$ cat src/rtl/alu_seq.sv
// Registered ALU: single-cycle ADD/SUB/NOR/SHFL/SHFR plus iterative MUL, SHLN and SHRN.
// Operands are captured on accept. Results and flags hold until the next completing edge.
module alu_seq #(
    parameter int WIDTH = 8
) (
    input  logic             clk,
    input  logic             rst,
    input  logic             alu_start,
    input  logic [3:0]       alu_select,
    input  logic [WIDTH-1:0] alu_a_in,
    input  logic [WIDTH-1:0] alu_b_in,
    output logic [WIDTH-1:0] alu_out,
    output logic [WIDTH-1:0] alu_out_hi,
    output logic             alu_zero_flag,
    output logic             alu_carry_out,
    output logic             alu_busy,
    output logic             alu_done
);
    localparam int SHW = $clog2(WIDTH);
    localparam int CW  = SHW + 1;

    localparam logic [3:0] OP_ADD  = 4'b0001;
    localparam logic [3:0] OP_SUB  = 4'b0010;
    localparam logic [3:0] OP_NOR  = 4'b0011;
    localparam logic [3:0] OP_SHFL = 4'b1100;
    localparam logic [3:0] OP_SHFR = 4'b1011;
    localparam logic [3:0] OP_MUL  = 4'b0100;
    localparam logic [3:0] OP_SHLN = 4'b0101;
    localparam logic [3:0] OP_SHRN = 4'b0110;

    typedef enum logic {IDLE, EXEC} state_t;

    state_t           state, state_nxt;
    logic [3:0]       op;
    logic [CW-1:0]    cnt;
    logic [WIDTH-1:0] a_reg, acc, mpl;

    logic [SHW-1:0]   amt;
    logic             accept, sc_valid, iter_start, sc_c, sh_c;
    logic [WIDTH-1:0] sc_out, sh_nxt, mul_acc_nxt, mul_mpl_nxt;
    logic [WIDTH:0]   mul_sum;

    assign amt      = alu_b_in[SHW-1:0];
    assign accept   = (state == IDLE) && alu_start;
    assign alu_busy = (state == EXEC);

    // Decode of the op presented at the accepting edge.
    always_comb begin
        sc_valid   = 1'b0;
        iter_start = 1'b0;
        sc_c       = 1'b0;
        sc_out     = '0;
        case (alu_select)
            OP_ADD: begin
                {sc_c, sc_out} = {1'b0, alu_a_in} + {1'b0, alu_b_in};
                sc_valid = 1'b1;
            end
            OP_SUB: begin
                {sc_c, sc_out} = {1'b0, alu_a_in} - {1'b0, alu_b_in};
                sc_valid = 1'b1;
            end
            OP_NOR: begin
                sc_out   = ~(alu_a_in | alu_b_in);
                sc_valid = 1'b1;
            end
            OP_SHFL: begin
                sc_out   = {alu_a_in[WIDTH-2:0], 1'b0};
                sc_c     = alu_a_in[WIDTH-1];
                sc_valid = 1'b1;
            end
            OP_SHFR: begin
                sc_out   = {1'b0, alu_a_in[WIDTH-1:1]};
                sc_c     = alu_a_in[0];
                sc_valid = 1'b1;
            end
            OP_MUL: iter_start = 1'b1;
            OP_SHLN, OP_SHRN: begin
                if (amt == '0) begin
                    sc_out   = alu_a_in;
                    sc_valid = 1'b1;
                end else begin
                    iter_start = 1'b1;
                end
            end
            default: ;
        endcase
    end

    // One iteration step: shift-add multiply on {acc, mpl}, or a single-bit shift of acc.
    always_comb begin
        mul_sum     = {1'b0, acc} + (mpl[0] ? {1'b0, a_reg} : '0);
        mul_acc_nxt = mul_sum[WIDTH:1];
        mul_mpl_nxt = {mul_sum[0], mpl[WIDTH-1:1]};
        if (op == OP_SHLN) begin
            sh_nxt = {acc[WIDTH-2:0], 1'b0};
            sh_c   = acc[WIDTH-1];
        end else begin
            sh_nxt = {1'b0, acc[WIDTH-1:1]};
            sh_c   = acc[0];
        end
    end

    always_ff @(posedge clk or posedge rst) begin
        if (rst) state <= IDLE;
        else     state <= state_nxt;
    end

    always_comb begin
        state_nxt = state;
        case (state)
            IDLE: if (accept && iter_start) state_nxt = EXEC;
            EXEC: if (cnt == CW'(1))        state_nxt = IDLE;
            default: state_nxt = IDLE;
        endcase
    end

    always_ff @(posedge clk or posedge rst) begin
        if (rst) begin
            op            <= '0;
            cnt           <= '0;
            a_reg         <= '0;
            acc           <= '0;
            mpl           <= '0;
            alu_out       <= '0;
            alu_out_hi    <= '0;
            alu_zero_flag <= 1'b0;
            alu_carry_out <= 1'b0;
            alu_done      <= 1'b0;
        end else begin
            alu_done <= 1'b0;
            if (accept) begin
                op    <= alu_select;
                a_reg <= alu_a_in;
                if (sc_valid) begin
                    alu_out       <= sc_out;
                    alu_out_hi    <= '0;
                    alu_carry_out <= sc_c;
                    alu_zero_flag <= ({sc_c, sc_out} == '0);
                    alu_done      <= 1'b1;
                end else if (iter_start) begin
                    if (alu_select == OP_MUL) begin
                        cnt <= CW'(WIDTH);
                        acc <= '0;
                        mpl <= alu_b_in;
                    end else begin
                        cnt <= CW'(amt);
                        acc <= alu_a_in;
                    end
                end else begin
                    // NOP / undefined: acknowledge only, results untouched.
                    alu_done <= 1'b1;
                end
            end else if (state == EXEC) begin
                cnt <= cnt - 1'b1;
                if (op == OP_MUL) begin
                    acc <= mul_acc_nxt;
                    mpl <= mul_mpl_nxt;
                    if (cnt == CW'(1)) begin
                        alu_out       <= mul_mpl_nxt;
                        alu_out_hi    <= mul_acc_nxt;
                        alu_carry_out <= |mul_acc_nxt;
                        alu_zero_flag <= ({mul_acc_nxt, mul_mpl_nxt} == '0);
                        alu_done      <= 1'b1;
                    end
                end else begin
                    acc <= sh_nxt;
                    if (cnt == CW'(1)) begin
                        alu_out       <= sh_nxt;
                        alu_out_hi    <= '0;
                        alu_carry_out <= sh_c;
                        alu_zero_flag <= ({sh_c, sh_nxt} == '0);
                        alu_done      <= 1'b1;
                    end
                end
            end
        end
    end

endmodule

$ cat config.mk
export PLATFORM = sky130hd
export DESIGN_NAME = alu_seq
export DESIGN_NICKNAME = d
export VERILOG_FILES = /design/src/rtl/alu_seq.sv
export SDC_FILE = /design/constraint.sdc
export NUM_CORES = 1
export LEC_CHECK = 0
export ABC_AREA = 1
export CAP_MARGIN = 5
export CORE_ASPECT_RATIO = 1.5
export CORE_MARGIN = 1
export CORE_UTILIZATION = 53
export DETAILED_ROUTE_END_ITERATION = 16
export HOLD_SLACK_MARGIN = 0.15
export PLACE_DENSITY_LB_ADDON = 0.15
export SETUP_SLACK_MARGIN = 0.05
export SLEW_MARGIN = 5
export SYNTH_ARGS = -nofsm -noshare
export SYNTH_HDL_FRONTEND = slang
export SYNTH_SLANG_ARGS = --single-unit
$ cat constraint.sdc
create_clock -name clk -period 2.13 [get_ports clk]
set_clock_uncertainty 0.2 [all_clocks]
set_input_delay 0.3195 -clock clk [delete_from_list [all_inputs] [get_ports clk]]
set_output_delay 0.3195 -clock clk [all_outputs]
set_load 0.02 [all_outputs]
* Word-level counts from Yosys, hierarchy flattened
Index checks and enable logic that the tools add are counted.
** Operators by class
- $add $sub $neg :: 4
- Eq/ne operators :: 15
- Mux-type cells :: 59
- Bitwise operators :: 3
- Reduce and logical (&&, ||, !) cells :: 15
** Operator list (number)
- two-way mux 8 bit :: 27
- case mux 8 bit (6 select lines) :: 1
- two-way mux 1 bit :: 22
- == test 4 x 3 -> 1 bit, second input constant :: 5
- two-way mux 4 bit :: 5
- adder 8 x 8 -> 9 bit :: 2
- logical NOT 9 bit :: 2
- logical NOT 16 bit :: 1
- subtractor 8 x 8 -> 9 bit :: 1
- == test 4 x 1 -> 1 bit, second input constant :: 2
- == test 4 x 2 -> 1 bit, second input constant :: 2
- == test 4 bit, second input constant :: 2
- inverter 8 bit :: 1
- OR 8 bit :: 1
- OR reduction 8 bit :: 1
- inequality test 2 x 1 -> 1 bit, second input constant :: 3
- case mux 1 bit (2 select lines) :: 3
- AND reduction 3 bit :: 2
- nonzero test 2 bit :: 3
- AND reduction 5 bit :: 1
- OR reduction 5 bit :: 1
- case mux 1 bit (4 select lines) :: 1
- subtractor 4 x 1 -> 4 bit, second input constant :: 1
- logical NOT 3 bit :: 1
- 4 further kinds :: 5
** Storage, ports and cells
- Flip-flop bits (word level) :: 52
- Bits of input ports :: 23
- Output and inout bits :: 20
- Logic and storage cells :: 107

* Logic depth before layout (Yosys ltp)
Gate-level depths: netlist (run 1).
- Depth in word-level cells :: 7
- Gate-level depth with buffers :: 16
- Mapped depth without buffers :: 15

* Least setup slack after synthesis (run 1)
Ideal clock, no wire load.
- Path kind :: register -> register
- Start point :: register mpl[0]
- End point :: register alu_carry_out
- Library setup time :: 0.137 ns
- Arrival :: 1.929 ns
- Data required time :: 1.793 ns
- Setup slack :: -0.136 ns
- Stages on the path, launching flop included :: 14
- Path through :: dfrtp_1 > clkbuf_1 > nand2_1 > inv_1 > ha_1 > fa_1 > nand3_1 > nand2_1 > a21oi_1 > nand3_1 > nor2_1 > nand3_1 > nand3_1 > o211ai_1
** On the way
- Word-level cells in the longest chain between the ends :: 7
** Ends and longest elaborated chain
- start, declared :: line 36 : logic [WIDTH-1:0] a_reg, acc, mpl;
- start signal, assigned :: line 144 : mpl <= alu_b_in;
- start signal, assigned :: line 157 : mpl <= mul_mpl_nxt;
- two-way mux 8 bit :: line 91 : mul_sum = {1'b0, acc} + (mpl[0] ? {1'b0, a_reg} : '0);
- adder 8 x 8 -> 9 bit :: line 91
- OR reduction 8 bit :: line 161 : alu_carry_out <= |mul_acc_nxt;
- two-way mux 1 bit :: line 158 : if (cnt == CW'(1)) begin
- two-way mux 1 bit :: line 155 : if (op == OP_MUL) begin
- two-way mux 1 bit :: line 153 : end else if (state == EXEC) begin
- two-way mux 1 bit :: line 131 : if (accept) begin
- end signal, assigned :: line 161
- end, declared :: line 15 : output logic alu_carry_out,
No other way between the ends. The select of a mux whose other input is x is not followed.
A chain may end at the register's enable or synchronous reset.

* Final worst setup path (run 1)
Same ends and word-level chain as after synthesis.

==> results.ini, run 1 <==
[timing]
period_minus_slack_ps=2372
timing.final.ws_setup_ps=-241.6
drv_slew=0
rsz0062_at_grt=yes
worst_pin_slew_ps=446.9
hold_violations=0
post-route-period-util=1.113
slew_headroom=0.6998
fmax_mhz=421.7
finalSetupViolCount=14

[die]
num_rows=40
die_height_um=114.1
die_width_um=76.73
io_pins=43
die_area_um2=8754
start_util=0.5509
core_um2=8058

[clock_tree]
insertion_delay_ps=300
cts_tree=yes
clk_path_buf_depth=2
numCtsBuffers=5
htreeDepth=2
cts_sinks=52
path_clk_slew_ps=70
cts_root_buf=clkbuf_16

[final_layout]
ff_latch_area_um2=1303
nNetsFinal=881
area_delta_synth_final_pct=50.85
multi_input_area_um2=3283
drive_gt1_frac=0.3601
stdcell_count=927
layout_commonest_cell=nand2_1
diodes=0
utilization=0.8311
fill_cells=521
final_cell_mix=nand2_1, buf_4, inv_1

[power_and_ir_drop]
ir_worst_vdd_uv=930.5
p_total_mw=8.600
leakagePower_nw=3.485
p_per_area_nw_per_um2=1284

[route]
dr.pass1.iters=5
drt-initial-drc-count=463
vias_per_cell=5.744
ant_nets=0
drc=0
routed_wl_mm=17.05
vias=5325
wl_per_cell_um=18.40

[grt]
first_global_vias=5189
grt_max_degree=53
grt_antenna_before_repair=0
grt_pass1_wl_mm=24.50
grt_util_all_layers=0.3610
gr-total-overflow=0

[critical_path]
rrSetupSlack_ps=-240
crit_required_ps=2100
start_kind=flop
crit_fanout=6
arrival_ps=2340
cp-end-kind=flop
criticalPathCategory=flop to flop

[synthesis]
yosys_warnings=0
syn_avg_cell_area_um2=6.616
synth_fp_nets=731
ys_seq_area_frac=0.2931
ys_seq_elements=52
syn-instance-count=671
ys_types=43
syn_area_um2=4439

[outcome]
status=finished, violations left
failed_checks=setup timing

[placed_design]
portBuffers=42
dpl.hpwl_mm=11.58
dp.cells=904
gp_congestion=0.9209

[hold_path]
hp-class=primary input to asynchronous set/reset pin

[job]
max_cap_violations=0

==> worst max-delay path, stage by stage, from the launching register on <==
cell and delay [ps]:
dfrtp_2 470, nand2_2 80, inv_2 40, ha_4 160, fa_2 390, nand3_4 100, nand2_4 90, nand2_4 100
nand2_2 60, nand2_2 100, nand3_2 100, nor2_4 120, nand3_1 70, nand3_1 70, o211ai_1 80
==> cells by family after synthesis <==
| family | after synthesis | share of synthesized area |
|---|---|---|
| and+or+nand+nor | 357 | 0.3430 |
| buffers and inverters | 117 | 0.1074 |
| AOI/OAI and AO/OA | 104 | 0.1381 |
| muxes | 2 | 0.005073 |
| adders and majority gates | 37 | 0.1094 |
| xor gates and xnor gates | 2 | 0.003947 |
| DFF | 52 | 0.2931 |
==> path summary, 6_finish.rpt <==
path	startpoint	end	depth (start not counted)
worst min register to register	alu_out[5]$_DFFE_PP0P_	alu_out[5]$_DFFE_PP0P_	2
max in group asynchronous	rst	alu_out[3]$_DFFE_PP0P_	3
min in group clk	alu_a_in[4]	a_reg[4]$_DFFE_PP0P_	4
worst min-delay path	rst	cnt[3]$_DFFE_PP0P_	3
worst max-delay path	mpl[0]$_DFFE_PP0P_	alu_carry_out$_DFFE_PP0P_	14
worst max register to register	mpl[0]$_DFFE_PP0P_	alu_carry_out$_DFFE_PP0P_	14
==> power breakdown <==
group          internal (mW)  switching [mW]
sequential              1.44           0.400
combinational           2.54            3.38
clock                  0.464           0.372
==> synth_stat cells (all sizes together) <==
library cell | count | area share
o22ai | 5 | 0.0070
nor4 | 2 | 0.0028
a21boi | 1 | 0.0017
nand4 | 8 | 0.011
xor2 | 2 | 0.0039
clkinv | 2 | 0.0017
nand3 | 64 | 0.073
nor3 | 10 | 0.012
nor2 | 78 | 0.072
a31oi | 3 | 0.0042
fa | 3 | 0.014
nor3b | 1 | 0.0017
a22o | 2 | 0.0039
nand2 | 191 | 0.16
a21oi | 37 | 0.045
ha | 34 | 0.096
o211ai | 3 | 0.0062
dfrtp | 52 | 0.29
a22oi | 5 | 0.0085
o21ai | 41 | 0.047
o31ai | 2 | 0.0034
clkbuf | 5 | 0.0042
mux2 | 2 | 0.0051
nand3b | 3 | 0.0051
inv | 94 | 0.079
buf | 16 | 0.022
o221ai | 1 | 0.0020
a211oi | 4 | 0.0090
==> repair_timing <==
item | 4_1_cts | 5_1_grt
gates resized for setup | 77 | 135
endpoints found under the setup margin | 26 | 34
pin swaps | 27 | 37
setup buffers | 2 | 15
hold buffers | 0 | 0
==> layout make-up <==
cell class | count | share of cell area
multi-input cells | 502 | 0.4903
repair buffers | 164 | 0.2186
flip-flops and latches | 52 | 0.1945
inverters | 96 | 0.05475
clock buffers | 6 | 0.02074
well taps | 105 | 0.01962
clock inverters | 2 | 0.001495
==> per-stage QoR <==
stage               hold slack (ps)  instance area [um2]  setup slack (ps)  TNS (ps)
floorplan                     240.5                 4466            -46.06    -73.34
global placement              254.0                 5734            -522.3     -8078
detailed placement            258.4                 5734            -592.0     -9760
CTS                           202.2                 6198            -171.0    -857.2
global route                  233.8                 6696            -305.2     -2462
finish                        175.1                 6696            -241.6     -1768
==> per-layer routing <==
layer | global-route usage | part of all wire
met1 | 0.3658 | 0.35
met2 | 0.6863 | 0.52
met3 | 0.03825 | 0.052
met4 | 0.2462 | 0.077
met5 | 0 | 0
(Power assumes the default switching activity.)
==> run 2, diff against run 1 <==
--- a/config.mk
+++ b/config.mk
@@ -14,7 +14,6 @@
 export HOLD_SLACK_MARGIN = 0.15
 export PLACE_DENSITY_LB_ADDON = 0.15
 export SETUP_SLACK_MARGIN = 0.05
-export SLEW_MARGIN = 5
 export SYNTH_ARGS = -nofsm -noshare
 export SYNTH_HDL_FRONTEND = slang
 export SYNTH_SLANG_ARGS = --single-unit
==> results of run 2 <==
No change in the layout: final DEF, timing and power equal those of run 1.
